<file path="src/rtl/unsigned_seq_divider.sv">
// rtl/unsigned_seq_divider.sv - restoring unsigned divider, 2W/W -> W quotient + W remainder, one bit per clock; optional DIV_OVF_CHECK_EN
module unsigned_seq_divider #(
    parameter int W = 8
) (
    input  logic             clk,
    input  logic             rst_n,
    input  logic             in_valid,
    output logic             in_ready,
    input  logic [2*W-1:0]   dividend,
    input  logic [W-1:0]     divisor,
    output logic             out_valid,
    input  logic             out_ready,
    output logic [W-1:0]     quotient,
    output logic [W-1:0]     remainder,
    output logic             err
);

    localparam int CW = (W > 2) ? $clog2(W) : 1;

    typedef enum logic [1:0] {
        S_IDLE = 2'd0,
        S_BUSY = 2'd1,
        S_DONE = 2'd2
    } state_t;

    state_t         r_state;
    logic [W-1:0]   r_rem;
    logic [W-1:0]   r_q;
    logic [W-1:0]   r_div;
    logic [CW-1:0]  r_cnt;
    logic           r_in_ready;
    logic           r_out_valid;
    logic [W-1:0]   r_quotient;
    logic [W-1:0]   r_remainder;

    // The partial remainder always stays below the divisor, so its top bit is
    // never set between steps and only the shifted-in trial value needs W+1 bits.
    logic [W:0]     w_trial;
    logic           w_ge;
    logic [W-1:0]   w_rem_next;
    logic [W-1:0]   w_q_next;
    logic           w_last;

    assign w_trial    = {r_rem, r_q[W-1]};
    assign w_ge       = (w_trial >= {1'b0, r_div});
    // A restored difference is smaller than the divisor, so the borrow out of bit W can be dropped.
    assign w_rem_next = w_ge ? (w_trial[W-1:0] - r_div) : w_trial[W-1:0];
    assign w_q_next   = {r_q[W-2:0], w_ge};
    assign w_last     = (r_cnt == CW'(W - 1));

`ifdef DIV_OVF_CHECK_EN
    logic w_ovf;
    logic r_err;

    // Zero divisor, or a high half that already reaches the divisor, cannot yield a W-bit quotient.
    assign w_ovf = (divisor == '0) || (dividend[2*W-1:W] >= divisor);

    // Error flag is decided at every accept, so a legal operation clears it.
    always_ff @(posedge clk or negedge rst_n) begin
        if (!rst_n) begin
            r_err <= 1'b0;
        end else if (r_state == S_IDLE && in_valid) begin
            r_err <= w_ovf;
        end
    end

    assign err = r_err;
`else
    assign err = 1'b0;
`endif

    // Control FSM plus datapath: accept, W shift/subtract steps, then hold the result until taken.
    always_ff @(posedge clk or negedge rst_n) begin
        if (!rst_n) begin
            r_state     <= S_IDLE;
            r_rem       <= '0;
            r_q         <= '0;
            r_div       <= '0;
            r_cnt       <= '0;
            r_in_ready  <= 1'b1;
            r_out_valid <= 1'b0;
            r_quotient  <= '0;
            r_remainder <= '0;
        end else begin
            case (r_state)
                S_IDLE: begin
                    if (in_valid) begin
`ifdef DIV_OVF_CHECK_EN
                        if (w_ovf) begin
                            r_state     <= S_DONE;
                            r_in_ready  <= 1'b0;
                            r_out_valid <= 1'b1;
                            r_quotient  <= '1;
                            r_remainder <= dividend[W-1:0];
                        end else
`endif
                        begin
                            r_div      <= divisor;
                            r_rem      <= dividend[2*W-1:W];
                            r_q        <= dividend[W-1:0];
                            r_cnt      <= '0;
                            r_state    <= S_BUSY;
                            r_in_ready <= 1'b0;
                        end
                    end
                end
                S_BUSY: begin
                    r_rem <= w_rem_next;
                    r_q   <= w_q_next;
                    r_cnt <= r_cnt + 1'b1;
                    if (w_last) begin
                        r_state     <= S_DONE;
                        r_out_valid <= 1'b1;
                        r_quotient  <= w_q_next;
                        r_remainder <= w_rem_next;
                    end
                end
                S_DONE: begin
                    if (out_ready) begin
                        r_state     <= S_IDLE;
                        r_out_valid <= 1'b0;
                        r_in_ready  <= 1'b1;
                    end
                end
                default: begin
                    r_state     <= S_IDLE;
                    r_out_valid <= 1'b0;
                    r_in_ready  <= 1'b1;
                end
            endcase
        end
    end

    assign in_ready  = r_in_ready;
    assign out_valid = r_out_valid;
    assign quotient  = r_quotient;
    assign remainder = r_remainder;

endmodule

</file>
<file path="config.mk">
export PLATFORM = sky130hd
export DESIGN_NAME = unsigned_seq_divider
export DESIGN_NICKNAME = d
export VERILOG_FILES = /design/src/rtl/unsigned_seq_divider.sv
export SDC_FILE = /design/constraint.sdc
export NUM_CORES = 1
export LEC_CHECK = 0
export ABC_AREA = 1
export CORE_UTILIZATION = 25
export CTS_CLUSTER_DIAMETER = 120
export DETAILED_ROUTE_END_ITERATION = 8
export GPL_TIMING_DRIVEN = 0
export HOLD_SLACK_MARGIN = 0.06
export PLACE_DENSITY = 0.55
export SYNTH_ARGS = -nofsm -noshare
export SYNTH_HDL_FRONTEND = slang
export SYNTH_SLANG_ARGS = --single-unit
</file>
<file path="constraint.sdc">
create_clock -name clk -period 4.05 [get_ports clk]
set_input_delay 0.405 -clock clk [delete_from_list [all_inputs] [get_ports clk]]
set_output_delay 0.405 -clock clk [all_outputs]
set_load 0.005 [all_outputs]
</file>
### After elaboration in Yosys (flattened, before gate mapping)

Index checks and enable logic that the tools add are counted.

| word-level totals | value |
|---|---|
| flip-flop bits (word level) | 47 |
| latch bits | 0 |
| memory bits (writable) | 0 |
| bits in read-only memories | 0 |
| bits of input ports | 28 |
| word-level logic and storage cells | 45 |
| memories | 0 |

| operators by class | value |
|---|---|
| $add $sub $neg | 2 |
| multipliers | 0 |
| div/mod/pow operators | 0 |
| $lt $le $gt $ge | 1 |
| equality and inequality tests | 6 |
| shift operators | 0 |
| multiplexer cells | 17 |
| bitwise operators | 2 |
| reduce and logical (&&, ||, !) cells | 8 |

Operator list:

| kind | number |
|---|---|
| case mux 8 bit (2 select lines) | 2 |
| 2-to-1 mux 8 bit | 3 |
| greater-or-equal comparator 9 x 8 -> 1 bit | 1 |
| AND reduction 3 bit | 3 |
| subtractor 8 bit | 1 |
| 2-to-1 mux 2 bit | 3 |
| inequality test 2 bit (second input constant) | 3 |
| case mux 1 bit (3 select lines) | 2 |
| case mux 2 bit (3 select lines) | 1 |
| case mux 3 bit (2 select lines) | 1 |
| AND reduction 2 bit | 3 |
| 2-to-1 mux 1 bit | 4 |
| adder 3 x 1 -> 3 bit (second input constant) | 1 |
| == test 3 bit (second input constant) | 1 |
| 2-to-1 mux 3 bit | 1 |
| == test 2 x 1 -> 1 bit (second input constant) | 1 |
| == test 2 bit (second input constant) | 1 |
| logical NOT 2 bit | 1 |
| inverter 1 bit | 2 |
| nonzero test 2 bit | 1 |

### Longest topological paths before layout

Gate-level depths: netlist of run 1.

| depth | value |
|---|---|
| word-level depth | 3 |
| mapped depth | 13 |
| mapped depth without buffers | 13 |

### Worst setup path after synthesis of run 1

OpenSTA, ideal clock, no wires.

| path | value |
|---|---|
| path kind | reg2reg |
| start | reg r_rem[1] |
| end | reg r_rem[0] |
| arrival time | 1.504 ns |
| data required time | 3.932 ns |
| setup slack | 2.428 ns |
| stages on the path, launching flop included | 9 |
| buffers on the path | 0 |
| clock period less this slack | 1.622 ns |
| cell sequence | dfrtp_1 -> ha_1 -> or2_1 -> nand3_1 -> nand2_1 -> nand2_1 -> nand4_1 -> nand3_1 -> nand2_1 |

| on the way | value |
|---|---|
| longest elaborated chain between the ends | 3 |

Ends and longest elaborated chain:

| item | line | text |
|---|---|---|
| start: declaration | 27 | `logic [W-1:0] r_rem;` |
| start signal: assignment | 99 | `r_rem <= dividend[2*W-1:W];` |
| start signal: assignment | 108 | `r_rem <= w_rem_next;` |
| greater-or-equal comparator 9 x 8 -> 1 bit | 45 | `assign w_ge = (w_trial >= {1'b0, r_div});` |
| 2-to-1 mux 8 bit | 47 | `assign w_rem_next = w_ge ? (w_trial[W-1:0] - r_div) : w_trial[W-1:0];` |
| case mux 8 bit (2 select lines) | 85 | `case (r_state)` |

No other way between the ends.
A chain may end at the register's enable or synchronous reset.

### Worst setup path after layout of run 1

| path | value |
|---|---|
| start | reg r_rem[1] |
| end | reg r_rem[1] |

The elaborated chain is that of the path after synthesis.

==> impl_metrics.tcl, run 1 <==
set metrics [dict create \
    status "complete, no violations" \
    syn_to_final_growth_pct 28.8 \
    cts_setup_buffers 0 \
    ys.warnings.count 0 \
    synthesis.area_um2 2640 \
    die_h_um 105 \
    insertion_delay_ns 0.31 \
    tightestPinTransition_ns 0.536 \
    dpl.hpwl_mm 5.27 \
    synth_edf_count 0 \
    cts_resized 0 \
    htreeDepth 2 \
    num-fill-cells 1119 \
    drt_iter0_drc 69 \
    rr_endpoint "r_rem[1]$_DFFE_PN0P_" \
    setup_violations 0 \
    antenna_found_initial 0 \
    p_per_area_nw_per_um2 905 \
    synth.most_common_cell "nand2_1" \
    syn_area_per_cell_um2 8.34 \
    r2r_slack_ns 2.09 \
    crit_type "reg -> reg" \
    rsz0062_at_grt "no" \
    cp.required_ns 4.25 \
    cts_buffers 5 \
    drive_gt1_share_pct 10.2 \
    ys_ff_latch 47 \
    portBuffers 45 \
    first_pass_iters 4 \
    vias_per_cell 4.50 \
    relSlewSlack_pct 64.3 \
    finalSetupTns_ns 0 \
    drv_slew 0 \
    critical_path_arrival_ns 2.16 \
    seq_area_frac_synth_pct 44.5 \
    holdCritPathClass "reg -> reg" \
    synth_area_leader_cell "dfrtp_1" \
    clkSlewWorstSetupHoldPaths_ns 0.10 \
    clock_sinks 47 \
    finalHoldViolations 0 \
    pin_count 47 \
    clk_path_buf_depth 2 \
    grt_max_degree 30 \
    num_vias 2288 \
    leakage_nw 1.66 \
    finalCriticalPeriod_ns 1.96 \
    endpoint "r_rem[1]$_DFFE_PN0P_" \
    vdd_drop_max_v 0.000264 \
    drt_wl_total_mm 6.83 \
    worst_setup_path_end_kind "flip-flop" \
    ys_async_sr_fraction_pct 100 \
    finClkSkew_ns 0.0106 \
    grt_pass1_wl_mm 11.6 \
    grt-ovfl-total 0 \
    cts_tree "done" \
    ff2ff_path_depth 8 \
    coreArea_um2 10300 \
    startpoint "r_rem[1]$_DFFE_PN0P_" \
    grt_pass1_vias 2376 \
    root_buffer "clkbuf_8" \
    synth.distinct_cells 38 \
    period_share_pct 48.4 \
    regToRegStartpoint "r_rem[1]$_DFFE_PN0P_" \
    synth_ff_type "dfrtp_1" \
    start_util_pct 25.7 \
    maxCapViolations 0 \
    wl_per_cell_um 13.4 \
    holdBufCountCts 1 \
    cp_max_fo 8 \
    cp-start-kind "flip-flop" \
    synthTopCellsByCount "nand2_1, dfrtp_1, inv_1" \
    gp_congestion 0.776 \
    final_nets 410 \
    design.die.area_um2 11000 \
    die_width_um 105 \
    finish.utilization_pct 33.1 \
    detail-route-antenna-nets 0 \
    syn_inst 317 \
    grt_usage_pct 13.4 \
    synth_top_area_share_pct 43.5 \
    rows 37 \
    antenna_cells 0 \
    drc 0 \
    max_freq_mhz 510 \
    synth_area_leaders "dfrtp_1, nand2_1, inv_1, nand3_1, ha_1" \
    syn_nets 356 \
]
metrics by stage:
step,hold WS (ns),worst slack [ns],cells,total power [mW],instance area [um2]
2_1_floorplan,0.109,2.43,317,2.16,2640
3_3_place_gp,0.465,1.13,498,2.72,3260
3_5_place_dp,0.398,2.09,499,2.75,3280
4_1_cts,0.495,2.08,508,3.12,3400
5_1_grt,0.516,1.90,508,3.40,3400
6_report,0.488,2.09,508,3.08,3400
how the worst min path moves through the flow:
stage / startpoint / end / slack [ns] / cells after the start
6_report: quotient[3]$_DFFE_PN0P_ / quotient[3]$_DFFE_PN0P_ / 0.49 / 2
5_1_grt: remainder[1]$_DFFE_PN0P_ / remainder[1]$_DFFE_PN0P_ / 0.52 / 2
4_1_cts: r_cnt[0]$_DFFE_PN0P_ / r_cnt[0]$_DFFE_PN0P_ / 0.49 / 1
3_5_place_dp: rst_n / quotient[6]$_DFFE_PN0P_ / 0.40 / 1
3_3_place_gp: quotient[4]$_DFFE_PN0P_ / quotient[4]$_DFFE_PN0P_ / 0.47 / 2
2_1_floorplan: rst_n / out_valid$_DFFE_PN0P_ / 0.11 / 0
per-layer routing:
metal | global-route usage (%) | vias up | routed length (um)
met3 | 2.62 | 9 | 262
met5 | 0 | - | 0
met1 | 16.6 | 1091 | 3190
li1 | - | 1138 | -
met2 | 23.4 | 50 | 3300
met4 | 3.92 | 0 | 86
power breakdown:
group	total [mW]	internal (mW)	switching, mW
sequential	0.839	0.710	0.129
combinational	1.88	0.769	1.11
clock	0.367	0.186	0.180
total	3.08	1.67	1.42
kinds of logic after synthesis:
logic type,share of synthesized area (%)
compound gates,11.6
xor+xnor,0.994
fa+ha+maj,5.49
buf+inv,9.99
flops,44.5
mux,0.426
other cells,0.142
simple gates,26.8
layout by cell type (no fill, tap or decap), drive strengths merged, types with 10 or more instances in the layout:
| master | Yosys | layout |
|---|---|---|
| dfrtp | 46 | 46 |
| inv | 47 | 48 |
| nand2 | 89 | 89 |
| clkdlybuf4s50 | 0 | 44 |
| ha | 10 | 10 |
| nand4 | 10 | 10 |
| nor2 | 19 | 19 |
| o21ai | 15 | 15 |
| nand3 | 27 | 27 |
| a21oi | 13 | 13 |
registers in the layout (all words and copies together) (netlist names):
| register | cells |
|---|---|
| quotient | 8 |
| r_div | 8 |
| r_q | 8 |
| r_rem | 8 |
| remainder | 8 |
| r_cnt | 3 |
| r_state | 2 |
| in_ready | 1 |
| out_valid | 1 |
area by class of cell:
class / instances / area, um2 / share of cell area, %
clock inverters: 3 / 46.3 / 1.36
plain buffers: 10 / 75.1 / 2.21
multi-input cells: 213 / 1200 / 35.3
repair buffers: 47 / 475 / 14.0
well taps: 136 / 170 / 5.00
flip-flops and latches: 47 / 1180 / 34.6
clock buffers: 5 / 68.8 / 2.02
inverters: 47 / 189 / 5.55
critical path, stage by stage, from the launching register on:
cell	delay, ns
dfrtp_1	0.43
ha_1	0.38
or2_1	0.26
nand3_1	0.11
nand2_1	0.07
nand2_1	0.26
nand4_1	0.17
nand3_1	0.10
nand2_1	0.06
No activity file was read; power rests on OpenSTA's default activity.
==> inputs of run 2 (changes only) <==
Settings changed: PLACE_DENSITY 0.55 to 0.56.
Clock period 4.05 ns to 1.77 ns, I/O delays scaled along.
==> impl_metrics.tcl, run 2 (synthesis results as in run 1) <==
set metrics [dict create \
    power.total_mw 7.88 \
    cp_num_buf_inv 0 \
    critical_path_arrival_ns 1.90 \
    cp.required_ns 1.96 \
    finalHoldViolations 0 \
    die_h_um 105 \
    max_freq_mhz 587 \
    r2r_slack_ns 0.07 \
    drive_gt1_share_pct 20.7 \
    root_buffer "clkbuf_8" \
    cts_buffers 5 \
    tightestPinTransition_ns 0.530 \
    most-common-layout-cells "nand2_1, clkdlybuf4s50_1, dfrtp_1" \
    stdcell_area_um2 3660 \
    vias_per_cell 4.55 \
    clk_path_buf_depth 2 \
    cpPeakStageDelay_ns 0.45 \
    insertion_delay_ns 0.31 \
    layout_commonest_cell "nand2_1" \
    cp-start-kind "flip-flop" \
    grt_pass1_wl_mm 12.2 \
    gp_congestion 0.811 \
    status "complete, no violations" \
    relSlewSlack_pct 64.6 \
    dpl.hpwl_mm 5.18 \
    design.die.area_um2 11000 \
    antenna_cells 0 \
    finish.utilization_pct 35.6 \
    worst_setup_path_end_kind "flip-flop" \
    grt_pass1_vias 2490 \
    drv_slew 0 \
    place_area_um2 3280 \
    setup_violations 0 \
    die_width_um 105 \
    path_common_cell "nand2_1" \
    pin_count 47 \
    detail-route-antenna-nets 0 \
    finalCriticalPeriod_ns 1.70 \
    crit_type "reg -> reg" \
    grt_max_degree 28 \
    start_util_pct 25.7 \
    clock_sinks 47 \
    first_pass_iters 4 \
    rsz0062_at_grt "yes" \
    drc 0 \
    maxCapViolations 0 \
    vdd_drop_max_v 0.000546 \
    coreArea_um2 10300 \
    portBuffers 45 \
    period_share_pct 96.3 \
    htreeDepth 2 \
    rows 37 \
    finClkSkew_ns 0.0112 \
    holdCritPathClass "in -> async" \
    wl_per_cell_um 13.7 \
    cp_top_family "simple AND/OR/NAND/NOR gates" \
    grt-ovfl-total 0 \
    path_cells "ha_4 -> or2_2 -> a21oi_4 -> nand4_4 -> nand2_1 -> nand2_1 -> nand2_1 -> nand2_1" \
    cp_max_fo 5 \
    drt_iter0_drc 92 \
    clkSlewWorstSetupHoldPaths_ns 0.10 \
    leakage_nw 1.70 \
    critPathSlowestCell "dfrtp_2" \
    syn_to_final_growth_pct 38.3 \
    num_vias 2336 \
    num-fill-cells 1101 \
    final_nets 415 \
    p_per_area_nw_per_um2 2160 \
    antenna_found_initial 0 \
    drt_wl_total_mm 7.05 \
    grt_usage_pct 13.9 \
    cts_tree "done" \
]
run 2: changes by cell type in the layout (fill, tap and decap cells not counted), sizes merged:
cell      before  now
buf            8   12
clkbuf         9   10
clkinvlp       1    0
nand4         10   11
run 2: layer usage:
layer / track usage, % / share of wire, %
met5: 0 / 0
met3: 2.43 / 3.6
met4: 2.82 / 0.51
met2: 24.4 / 49
met1: 17.8 / 47
run 2: through the flow:
| stage | setup TNS [ns] | hold slack [ns] | setup slack (ns) | cells |
|---|---|---|---|---|
| after global routing | -0.0922 | 0.415 | -0.0204 | 513 |
| after CTS | 0 | 0.398 | 0.0136 | 509 |
| final | 0 | 0.377 | 0.0658 | 513 |
| after global placement | -44.87 | 0.465 | -0.914 | 498 |
| after detailed placement | -2.67 | 0.187 | -0.179 | 499 |
| after floorplan | 0 | -0.119 | 0.148 | 317 |
run 2: report_power, final:
| part | switching (mW) | internal, mW | total, mW |
|---|---|---|---|
| registers | 0.337 | 1.64 | 1.97 |
| logic | 2.85 | 2.19 | 5.05 |
| clock network | 0.397 | 0.466 | 0.862 |
| total | 3.59 | 4.29 | 7.88 |
run 2: timing repair:
action,CTS,global route
endpoints found under the setup margin,18,17
buffers inserted,0,4
hold buffers,1,0
cloned,1,0
endpoints found under the hold margin,20,0
gates resized for setup,17,29
pin swaps,1,15
run 2: area by class of cell:
type                       instances  area (um2)  share of cell area (%)
timing repair buffer              51         505                    13.8
buffer                            10        75.1                    2.05
tap                              136         170                    4.65
sequential                        47        1180                    32.3
clock buffer                       6        82.6                    2.26
clock inverter                     2        38.8                    1.06
inverter                          47         189                    5.17
multi-input combinational        214        1410                    38.6
run 2: path summary, 6_finish.rpt:
check	start	to	cells past startpoint
setup / recovery	r_rem[6]$_DFFE_PN0P_	r_rem[5]$_DFFE_PN0P_	8
hold / removal	rst_n	quotient[6]$_DFFE_PN0P_	2
setup reg to reg	r_rem[6]$_DFFE_PN0P_	r_rem[5]$_DFFE_PN0P_	8
hold reg to reg	quotient[4]$_DFFE_PN0P_	quotient[4]$_DFFE_PN0P_	2
max in group asynchronous	rst_n	in_ready$_DFFE_PN1P_	3
min in group clk	divisor[4]	r_div[4]$_DFFE_PN0P_	3
run 2: worst reg2reg max path, stage by stage (launching register included):
cell and delay, ns:
dfrtp_2 0.45, ha_4 0.16, or2_2 0.32, a21oi_4 0.21, nand4_4 0.18, nand2_1 0.09, nand2_1 0.07, nand2_1 0.06
nand2_1 0.05
==> inputs of run 3 (changes only) <==
Settings changed: ABC_CLOCK_PERIOD_IN_PS set to 1770.
==> results of run 3 <==
The final DEF is identical to that of run 2; final timing and power are the same.
